[src/rtl/digital_tube_pkg.sv]
// rtl/digital_tube_pkg.sv - segment patterns, FSM encoding and decode helpers for the tube decoder
package digital_tube_pkg;

  typedef enum logic {HUNT = 1'b0, COLLECT = 1'b1} state_e;

  localparam logic [6:0] SEG_0 = 7'h3F;
  localparam logic [6:0] SEG_1 = 7'h06;
  localparam logic [6:0] SEG_2 = 7'h5B;
  localparam logic [6:0] SEG_3 = 7'h4F;
  localparam logic [6:0] SEG_4 = 7'h66;
  localparam logic [6:0] SEG_5 = 7'h6D;
  localparam logic [6:0] SEG_6 = 7'h7D;
  localparam logic [6:0] SEG_7 = 7'h07;
  localparam logic [6:0] SEG_8 = 7'h7F;
  localparam logic [6:0] SEG_9 = 7'h6F;
  localparam logic [6:0] SEG_A = 7'h77;
  localparam logic [6:0] SEG_B = 7'h7C;
  localparam logic [6:0] SEG_C = 7'h39;
  localparam logic [6:0] SEG_D = 7'h5E;
  localparam logic [6:0] SEG_E = 7'h79;
  localparam logic [6:0] SEG_F = 7'h71;

  // Returns {err, nibble}; unknown patterns decode as nibble 0 with err set.
  function automatic logic [4:0] seg_to_nibble(input logic [6:0] seg);
    logic [4:0] r;
    case (seg)
      SEG_0: r = 5'h00;
      SEG_1: r = 5'h01;
      SEG_2: r = 5'h02;
      SEG_3: r = 5'h03;
      SEG_4: r = 5'h04;
      SEG_5: r = 5'h05;
      SEG_6: r = 5'h06;
      SEG_7: r = 5'h07;
      SEG_8: r = 5'h08;
      SEG_9: r = 5'h09;
      SEG_A: r = 5'h0A;
      SEG_B: r = 5'h0B;
      SEG_C: r = 5'h0C;
      SEG_D: r = 5'h0D;
      SEG_E: r = 5'h0E;
      SEG_F: r = 5'h0F;
      default: r = 5'h10;
    endcase
    return r;
  endfunction

  function automatic logic sel_onehot(input logic [3:0] sel);
    return (sel != 4'd0) && ((sel & (sel - 4'd1)) == 4'd0);
  endfunction

endpackage

[src/rtl/digital_tube_scan_filter.sv]
// rtl/digital_tube_scan_filter.sv - synchronises and normalises the scan bus, strobes once per stable slot
module digital_tube_scan_filter
  import digital_tube_pkg::*;
#(
  parameter int STABLE_CYCLES  = 4,
  parameter bit SEL_ACTIVE_LOW = 1'b1,
  parameter bit SEG_ACTIVE_LOW = 1'b1
) (
  input  logic       clk,
  input  logic       rst,
  input  logic [3:0] sel_in,
  input  logic [7:0] dig_in,
  output logic       accept_o,
  output logic [3:0] sel_o,
  output logic [7:0] dig_o
);

  localparam int CW = $clog2(STABLE_CYCLES);
  localparam logic [CW-1:0] CNT_MAX = CW'(STABLE_CYCLES - 1);

  logic [3:0]    sel_s1_q, sel_s2_q;
  logic [7:0]    dig_s1_q, dig_s2_q;
  logic [11:0]   cur, prev_q;
  logic [CW-1:0] cnt_q, cnt_d;
  logic          flag_q, flag_d, accept_q, accept_d;

  assign cur = {(SEL_ACTIVE_LOW ? ~sel_s2_q : sel_s2_q),
                (SEG_ACTIVE_LOW ? ~dig_s2_q : dig_s2_q)};

  always_comb begin
    cnt_d    = cnt_q;
    flag_d   = flag_q;
    accept_d = 1'b0;
    if (cur != prev_q) begin
      cnt_d  = '0;
      flag_d = 1'b0;
    end else begin
      if (cnt_q != CNT_MAX) cnt_d = cnt_q + 1'b1;
      if (cnt_d == CNT_MAX && !flag_q) begin
        accept_d = 1'b1;
        flag_d   = 1'b1;
      end
    end
  end

  always_ff @(posedge clk or posedge rst) begin
    if (rst) begin
      sel_s1_q <= '0;
      sel_s2_q <= '0;
      dig_s1_q <= '0;
      dig_s2_q <= '0;
      prev_q   <= '0;
      cnt_q    <= '0;
      flag_q   <= 1'b0;
      accept_q <= 1'b0;
    end else begin
      sel_s1_q <= sel_in;
      sel_s2_q <= sel_s1_q;
      dig_s1_q <= dig_in;
      dig_s2_q <= dig_s1_q;
      prev_q   <= cur;
      cnt_q    <= cnt_d;
      flag_q   <= flag_d;
      accept_q <= accept_d;
    end
  end

  // prev_q still holds the accepted sample during the strobe cycle.
  assign accept_o = accept_q;
  assign sel_o    = prev_q[11:8];
  assign dig_o    = prev_q[7:0];

endmodule

[src/rtl/digital_tube_decoder.sv]
// rtl/digital_tube_decoder.sv - rebuilds 4-digit frames from a scanned 7-segment bus
// Optional err_cnt output under DIGITAL_TUBE_DECODER_ERRCNT_EN.
module digital_tube_decoder
  import digital_tube_pkg::*;
#(
  parameter int STABLE_CYCLES  = 4,
  parameter bit SEL_ACTIVE_LOW = 1'b1,
  parameter bit SEG_ACTIVE_LOW = 1'b1,
  parameter int TIMEOUT_CYCLES = 65535
) (
  input  logic       clk,
  input  logic       rst,
  input  logic [3:0] sel_in,
  input  logic [7:0] dig_in,
  output logic [3:0] d0,
  output logic [3:0] d1,
  output logic [3:0] d2,
  output logic [3:0] d3,
  output logic [3:0] dp_out,
  output logic [3:0] seg_err,
  output logic       frame_valid,
  output logic       timeout
`ifdef DIGITAL_TUBE_DECODER_ERRCNT_EN
  ,
  output logic [7:0] err_cnt
`endif
);

  localparam int TW = $clog2(TIMEOUT_CYCLES);
  localparam logic [TW-1:0] TMO_MAX = TW'(TIMEOUT_CYCLES - 1);

  logic       acc_raw, accept;
  logic [3:0] acc_sel;
  logic [7:0] acc_dig;
  logic [4:0] dec;

  digital_tube_scan_filter #(
    .STABLE_CYCLES (STABLE_CYCLES),
    .SEL_ACTIVE_LOW(SEL_ACTIVE_LOW),
    .SEG_ACTIVE_LOW(SEG_ACTIVE_LOW)
  ) u_filter (
    .clk     (clk),
    .rst     (rst),
    .sel_in  (sel_in),
    .dig_in  (dig_in),
    .accept_o(acc_raw),
    .sel_o   (acc_sel),
    .dig_o   (acc_dig)
  );

  assign accept = acc_raw && sel_onehot(acc_sel);
  assign dec    = seg_to_nibble(acc_dig[6:0]);

  state_e          state_q, state_d;
  logic [3:0]      seen_q, seen_d;
  logic [3:0][3:0] shadow_q, shadow_d, out_q, out_d;
  logic [3:0]      sdp_q, sdp_d, serr_q, serr_d, dp_q, dp_d, err_q, err_d;
  logic            fv_q, fv_d, tp_q, tp_d;
  logic [TW-1:0]   tcnt_q, tcnt_d;

  always_comb begin
    state_d  = state_q;
    seen_d   = seen_q;
    shadow_d = shadow_q;
    sdp_d    = sdp_q;
    serr_d   = serr_q;
    out_d    = out_q;
    dp_d     = dp_q;
    err_d    = err_q;
    fv_d     = 1'b0;
    tp_d     = 1'b0;
    tcnt_d   = tcnt_q;
    if (accept) begin
      for (int i = 0; i < 4; i++) begin
        if (acc_sel[i]) begin
          shadow_d[i] = dec[3:0];
          sdp_d[i]    = acc_dig[7];
          serr_d[i]   = dec[4];
          seen_d[i]   = 1'b1;
        end
      end
    end
    case (state_q)
      HUNT: begin
        tcnt_d = '0;
        if (accept) state_d = COLLECT;
      end
      COLLECT: begin
        if (seen_q == 4'hF) begin
          out_d   = shadow_q;
          dp_d    = sdp_q;
          err_d   = serr_q;
          fv_d    = 1'b1;
          seen_d  = '0;
          tcnt_d  = '0;
          state_d = HUNT;
        end else if (accept) begin
          tcnt_d = '0;
        end else if (tcnt_q == TMO_MAX) begin
          seen_d  = '0;
          tp_d    = 1'b1;
          tcnt_d  = '0;
          state_d = HUNT;
        end else begin
          tcnt_d = tcnt_q + 1'b1;
        end
      end
    endcase
  end

  always_ff @(posedge clk or posedge rst) begin
    if (rst) begin
      state_q  <= HUNT;
      seen_q   <= '0;
      shadow_q <= '0;
      sdp_q    <= '0;
      serr_q   <= '0;
      out_q    <= '0;
      dp_q     <= '0;
      err_q    <= '0;
      fv_q     <= 1'b0;
      tp_q     <= 1'b0;
      tcnt_q   <= '0;
    end else begin
      state_q  <= state_d;
      seen_q   <= seen_d;
      shadow_q <= shadow_d;
      sdp_q    <= sdp_d;
      serr_q   <= serr_d;
      out_q    <= out_d;
      dp_q     <= dp_d;
      err_q    <= err_d;
      fv_q     <= fv_d;
      tp_q     <= tp_d;
      tcnt_q   <= tcnt_d;
    end
  end

  assign d0          = out_q[0];
  assign d1          = out_q[1];
  assign d2          = out_q[2];
  assign d3          = out_q[3];
  assign dp_out      = dp_q;
  assign seg_err     = err_q;
  assign frame_valid = fv_q;
  assign timeout     = tp_q;

`ifdef DIGITAL_TUBE_DECODER_ERRCNT_EN
  logic [7:0] err_cnt_q, err_cnt_d;

  always_comb begin
    err_cnt_d = err_cnt_q;
    if (accept && dec[4] && err_cnt_q != 8'hFF) err_cnt_d = err_cnt_q + 8'd1;
  end

  always_ff @(posedge clk or posedge rst) begin
    if (rst) err_cnt_q <= '0;
    else     err_cnt_q <= err_cnt_d;
  end

  assign err_cnt = err_cnt_q;
`endif

endmodule

[config.mk]
export PLATFORM = sky130hd
export DESIGN_NAME = digital_tube_decoder
export DESIGN_NICKNAME = d
export VERILOG_FILES = /design/src/rtl/digital_tube_pkg.sv /design/src/rtl/digital_tube_scan_filter.sv /design/src/rtl/digital_tube_decoder.sv
export SDC_FILE = /design/constraint.sdc
export NUM_CORES = 1
export LEC_CHECK = 0
export BUFFER_PORTS_ARGS = -buffer_cell sky130_fd_sc_hd__buf_2
export CAP_MARGIN = 5
export CORE_MARGIN = 5
export CORE_UTILIZATION = 53
export CTS_CLUSTER_SIZE = 8
export DETAILED_ROUTE_END_ITERATION = 16
export GPL_ROUTABILITY_DRIVEN = 0
export PLACE_DENSITY = 0.83
export SYNTH_ARGS = -nofsm -noshare
export SYNTH_HDL_FRONTEND = slang
export SYNTH_SLANG_ARGS = --single-unit
[constraint.sdc]
create_clock -name clk -period 3.2 [get_ports clk]
set_input_delay 0.32 -clock clk [delete_from_list [all_inputs] [get_ports clk]]
set_output_delay 0.32 -clock clk [all_outputs]
set_load 0.005 [all_outputs]
==> impl_metrics.tcl, run 1 <==
set metrics [dict create \
    synth_edf_count 0 \
    path_cells "and2b_1, nand4_1, o211ai_2, or3b_4, mux2_2" \
    power_frac_comb_pct 3.4 \
    final_common_cell "dfrtp_1" \
    min_path_type "in -> reg" \
    synth_area_leaders "dfrtp_1 (62%), nand2_1 (7.2%), mux2_2 (5.5%)" \
    cts_tree "yes" \
    io_pins 40 \
    core-area_um2 8260 \
    cts_setup_buffers 0 \
    switching_share_pct 22.9 \
    skew_ps 10.8 \
    die_w_um 102 \
    critPathArrivalTime_ps 2160 \
    whs_path_depth 1 \
    syn_nets 412 \
    wl_um 7740 \
    cap_violations 0 \
    stdcell_count 544 \
    synth_top_area_cell "dfrtp_1" \
    hold_end "u_filter.dig_s1_q[4]$_DFF_PP0_" \
    tightest_slew_ps 928 \
    initial_core_util_pct 54.5 \
    syn_area_per_cell_um2 11.4 \
    synth_top_area_share_pct 61.7 \
    slew_viol_final 0 \
    ys_types 44 \
    vias_per_cell 5.24 \
    ctsHtreeMaxLevel 3 \
    cp_slowest_cell "dfrtp_1" \
    leakagePower_nw 2.46 \
    vias 2851 \
    period_minus_slack_ps 1910 \
    status "finished, final reports clean" \
    required_ps 3450 \
    antenna_found_initial 0 \
    cts_num_sinks 111 \
    die_y_um 102 \
    rsz0062_at_grt "no" \
    drtIter0Drc 128 \
    r2r-start "u_filter.prev_q[5]$_DFF_PP0_" \
    nFillCells 681 \
    final_cell_mix "dfrtp_1 (111), nand2_1 (86), buf_2 (39), nor2_1 (28), mux2_2 (22)" \
    dr.pass1.iters 4 \
    place_inst 528 \
    route.detailed.drc 0 \
    intPower_mw 1.83 \
    grt_pass1_vias 2922 \
    min_period_over_period_pct 59.8 \
    cts_hold_buf 0 \
    overflow 0 \
    r2r_cells 5 \
    grtUsageTotal_pct 16.3 \
    clk_pin_slew_ps 100 \
    critPathCaptureType "flop" \
    diodes 0 \
    cts_inserted_buffers 9 \
    drive_gt1_share_pct 19.4 \
    cts_buffer_depth 2 \
    fmax_mhz 523 \
    ys_warn_count 0 \
    max_stage_delay_ps 630 \
    synthArstFlopShare_pct 100 \
    ant_nets 0 \
    setup_viol 0 \
    post_cts_resized 0 \
    clkPwrFrac_pct 35.5 \
    areaGrowthSynthToFinish_pct 10.4 \
    dp_hpwl_um 5300 \
    yosysSeqAreaShare_pct 61.7 \
    hold_viol 0 \
    r2r_slack_ps 1290 \
    finalSetupTns_ps 0 \
    io_buffer_count 39 \
    grt_max_degree 68 \
    power_density_nw_per_um2 479 \
    max-vdd-ir-drop_uv 235 \
    dominantRegCellSynth "dfrtp_1" \
    critPathKind "reg -> reg" \
    rows 33 \
    die-area_um2 10400 \
    syn-instance-count 396 \
    p_sw_uw 545 \
    grt_pass1_wl_um 13400 \
    root_buffer "clkbuf_8" \
    power_mw 2.38 \
    syn-cell-area_um2 4500 \
    pwr-share-seq_pct 61.1 \
    synth-seq-cells 111 \
    clk_latency_ps 360 \
    r2r-end "shadow_q[6]$_DFFE_PP0P_" \
    critPathLaunch "u_filter.prev_q[5]$_DFF_PP0_" \
    min_from "dig_in[4]" \
    wl_per_cell_um 14.2 \
    cp-start-kind "flop" \
    final_nets 450 \
    crit_path_max_fanout 15 \
    relSlewSlack_pct 38.0 \
]
## sequential cells by signal, summed over array words and instances (netlist names), 8 cells and up
name and count:
u_filter.prev_q 12, tcnt_q 16, u_filter.dig_s1_q 8, shadow_q 16
u_filter.dig_s2_q 8
## metrics by stage
| stage | setup slack [ps] | instance area [µm²] | hold slack (ps) | utilization (%) |
|---|---|---|---|---|
| after floorplan | 1540 | 4500 | 331 | - |
| after global placement | 1350 | 4760 | 333 | 57.7 |
| after detailed placement | 1280 | 4760 | 335 | 57.7 |
| after CTS | 1250 | 4970 | 41.7 | 60.2 |
| after global routing | 990 | 4970 | 28.2 | 60.2 |
| final | 1290 | 4970 | 57.5 | 60.2 |
## power by group through the flow
| stage | combinational (mW) | sequential [mW] | clock, mW |
|---|---|---|---|
| final | 0.0817 | 1.45 | 0.844 |
| after floorplan | 0.0779 | 1.46 | 0 |
| after global placement | 0.0810 | 1.48 | 0 |
| after CTS | 0.0842 | 1.45 | 0.864 |
| after global routing | 0.0936 | 1.46 | 0.924 |
| after detailed placement | 0.0837 | 1.48 | 0 |
## worst max-delay path by stage
stage	slack [ps]	end
finish	1290	shadow_q[6]$_DFFE_PP0P_
global route	990	seen_q[1]$_DFF_PP0_
CTS	1250	seen_q[1]$_DFF_PP0_
detailed placement	1280	seen_q[1]$_DFF_PP0_
global placement	1350	seen_q[1]$_DFF_PP0_
floorplan	1540	d0[0]$_DFFE_PP0P_
## synth_stat cells (3+ instances only)
| cell type | count |
|---|---|
| a21boi_0 | 3 |
| a21oi_1 | 6 |
| and2_1 | 3 |
| and3_1 | 4 |
| buf_2 | 6 |
| buf_4 | 3 |
| buf_6 | 3 |
| dfrtp_1 | 111 |
| inv_1 | 19 |
| mux2_1 | 3 |
| mux2_2 | 22 |
| nand2_1 | 86 |
| nand3_1 | 10 |
| nand3b_1 | 4 |
| nand4_1 | 10 |
| nor2_1 | 28 |
| nor2b_1 | 6 |
| nor3_1 | 6 |
| nor4_1 | 4 |
| o21ai_0 | 4 |
| xnor2_1 | 20 |
| xor2_1 | 6 |
## critical path: cells and delay by family, from the launching register on
kind            cells  cell delay [ps]
simple gates        3              790
compound gates      1              100
mux                 1              280
flops               1              630
## layout make-up
type | instances | area, µm² | area share [%]
well taps | 105 | 131 | 2.64
multi-input cells | 251 | 1550 | 31.3
clock buffers | 10 | 128 | 2.57
clock inverters | 6 | 77.6 | 1.56
flip-flops and latches | 111 | 2780 | 55.9
repair buffers | 41 | 223 | 4.48
inverters | 20 | 78.8 | 1.59
## cells by family after synthesis
kind of cell    count (synthesis)  share of synthesized area [%]
compound gates                 24                           3.95
xor+xnor                       26                           5.06
fa+ha+maj                       2                          0.556
buf+inv                        34                           3.75
flops                         111                           61.7
mux                            25                           6.26
simple gates                  174                           18.7
## per-layer routing
metal / vias up / global-route usage (%) / routed length [µm]
li1: 1388 / - / -
met1: 1376 / 21.6 / 3500
met2: 78 / 26.6 / 3800
met3: 9 / 2.94 / 326
met4: 0 / 7.06 / 112
met5: - / 0 / 0
Note: power is estimated with default switching activity, not from simulation.
==> run 2, diff against run 1 <==
ABC_AREA = 1   (was default)
clock period = 1.7 ns   (was 3.2 ns; I/O delays follow)
==> run 2 against run 1 <==
Net effect:
- synthesized cell count increased by 26%
- worst hold slack gained 300 ps
- combinational power increased by 130%
- sequential cell count stayed put
- highest routed layer unchanged
==> impl_metrics.tcl, run 2 <==
set metrics [dict create \
    status "finished, final reports clean" \
    power_mw 4.49 \
    overflow 0 \
    power_density_nw_per_um2 859 \
    grt_max_degree 42 \
    vias_per_cell 4.94 \
    initial_core_util_pct 54.4 \
    setup_slack_ps 195 \
    r2r_slack_ps 190 \
    p_sw_mw 1.04 \
    hold_slack_ps 353 \
    nFillCells 665 \
    cts_num_sinks 111 \
    synth.most_common_cell "nand2_1" \
    skew_ps 19.2 \
    setup_viol 0 \
    cp-start-kind "flop" \
    slew_viol_final 0 \
    wl_um 8310 \
    clk_pin_slew_ps 100 \
    route.detailed.drc 0 \
    period_minus_slack_ps 1510 \
    vias 3332 \
    areaGrowthSynthToFinish_pct 16.4 \
    critPathArrivalTime_ps 1800 \
    path_cells "a21oi_1, nand4_1, inv_2, or2_2, inv_1, nor2_1" \
    hold_viol 0 \
    synth_top_area_cell "dfrtp_1" \
    ys_warn_count 0 \
    dominantRegCellSynth "dfrtp_1" \
    syn-instance-count 497 \
    synth-seq-cells 111 \
    antenna_found_initial 0 \
    power_frac_comb_pct 4.1 \
    synth_top_area_share_pct 61.8 \
    cap_violations 0 \
    relSlewSlack_pct 66.2 \
    grt_pass1_wl_um 14800 \
    max_stage_delay_ps 440 \
    synthArstFlopShare_pct 100 \
    critPathKind "reg -> reg" \
    final_cell_mix "nand2_1 (174), dfrtp_1 (111), nor2_1 (56), inv_1 (49), buf_2 (39)" \
    fin_area_um2 5230 \
    cp_slowest_cell "dfrtp_1" \
    drive_gt1_share_pct 15.6 \
    final_common_cell "nand2_1" \
    syn-cell-area_um2 4490 \
    leakagePower_nw 2.78 \
    synth_edf_count 0 \
    reg_top3 "shadow_q: 16 flops, tcnt_q: 16 flops, u_filter.prev_q: 12 flops" \
    switching_share_pct 23.3 \
    cts_inserted_buffers 9 \
    dr.pass1.iters 4 \
    die-area_um2 10400 \
    ys_types 27 \
    fmax_mhz 664 \
    grt_pass1_vias 3267 \
    required_ps 2000 \
    cts_buffer_depth 2 \
    tightest_slew_ps 506 \
    crit_path_max_fanout 6 \
    critPathBufInv 2 \
    wl_per_cell_um 12.3 \
    diodes 0 \
    die_y_um 102 \
    root_buffer "clkbuf_8" \
    dp_slack_ps 132 \
    dpl_cell_area_um2 4900 \
    critPathCaptureType "flop" \
    io_pins 40 \
    critPathTopFamily "simple AND/OR/NAND/NOR gates" \
    io_buffer_count 39 \
    clkPwrFrac_pct 35.5 \
    die_w_um 102 \
    grtUsageTotal_pct 17.7 \
    finalSetupTns_ps 0 \
    yosysSeqAreaShare_pct 61.8 \
    pwr-share-seq_pct 60.4 \
    rsz0062_at_grt "no" \
    dp_hpwl_um 5950 \
    syn_nets 513 \
    drtIter0Drc 192 \
    synth_area_leaders "dfrtp_1 (62%), nand2_1 (15%), nor2_1 (4.8%)" \
    synth_commonest_cells "nand2_1 (174), dfrtp_1 (111), nor2_1 (57), inv_1 (50), o21ai_0 (19)" \
    min_period_over_period_pct 88.5 \
    ant_nets 0 \
    cts_tree "yes" \
    max-vdd-ir-drop_uv 860 \
    clk_latency_ps 370 \
    min_path_type "reg -> reg" \
    syn_area_per_cell_um2 9.04 \
    final_nets 580 \
    core-area_um2 8260 \
    ctsHtreeMaxLevel 3 \
    rows 33 \
    intPower_mw 3.45 \
]
-- run 2: worst register-to-register path, cell delays in order (launching register included) --
cell and delay (ps):
dfrtp_1 440, a21oi_1 210, nand4_1 290, inv_2 220
or2_2 140, inv_1 30, nor2_1 110
-- run 2: cells by family (layout without fill, tap and decap cells) --
logic type                 count (synthesis)  after routing  share of synthesized area [%]
and+or+nand+nor                          290            290                           27.8
DFF                                      111            111                           61.8
buffers and inverters                     59            131                           4.98
AOI/OAI and AO/OA                         25             25                           2.95
xor gates and xnor gates                  10             10                           1.95
adders and majority gates                  2              2                          0.557
-- run 2: stage by stage --
stage                     instances  util, %
after global routing            674     63.3
after detailed placement        645     59.3
after global placement          645     59.3
after CTS                       674     63.3
final                           674     63.3
after floorplan                 497        -
-- run 2: final cells by class --
type                       instances  area [µm²]  share of cell area, %
sequential                       111        2780                   53.1
multi-input combinational        327        1500                   28.6
timing repair buffer              61         418                   7.99
inverter                          54         206                   3.95
tap                              105         131                   2.51
clock buffer                       9         124                   2.37
clock inverter                     7        77.6                   1.48
-- run 2: power groups by stage --
stage / combinational [mW] / sequential (mW) / clock, mW
final: 0.184 / 2.71 / 1.59
after global placement: 0.158 / 2.76 / 0
after floorplan: 0.107 / 2.76 / 0
after CTS: 0.187 / 2.71 / 1.62
after detailed placement: 0.163 / 2.77 / 0
after global routing: 0.214 / 2.72 / 1.73
-- run 2: worst paths after layout --
| kind | startpoint | end | cells past startpoint |
|---|---|---|---|
| worst max-delay path | u_filter.prev_q[9]$_DFF_PP0_ | seen_q[2]$_DFF_PP0_ | 6 |
| worst min-delay path | u_filter.dig_s1_q[5]$_DFF_PP0_ | u_filter.dig_s2_q[5]$_DFF_PP0_ | 0 |
| worst max register to register | u_filter.prev_q[9]$_DFF_PP0_ | seen_q[2]$_DFF_PP0_ | 6 |
| worst min register to register | u_filter.dig_s1_q[5]$_DFF_PP0_ | u_filter.dig_s2_q[5]$_DFF_PP0_ | 0 |
| max in group asynchronous | rst | seg_err[0]$_DFFE_PP0P_ | 4 |
| min in group asynchronous | rst | d3[2]$_DFFE_PP0P_ | 3 |
-- run 2: what timing repair did --
action | 4_1_cts | 5_1_grt
endpoints found under the setup margin | 0 | 2
buffers inserted | 0 | 0
hold buffers | 13 | 0
gates resized for setup | 0 | 1
hold endpoints to repair | 30 | 0
-- run 2: layer usage --
layer	routed length, µm	up-vias	track usage, %	share of wire (%)
met4	130	0	5.25	1.6
met5	0	-	0	0
met3	424	16	3.69	5.1
li1	-	1673	-	-
met1	3930	1566	25.1	47
met2	3820	77	27.8	46
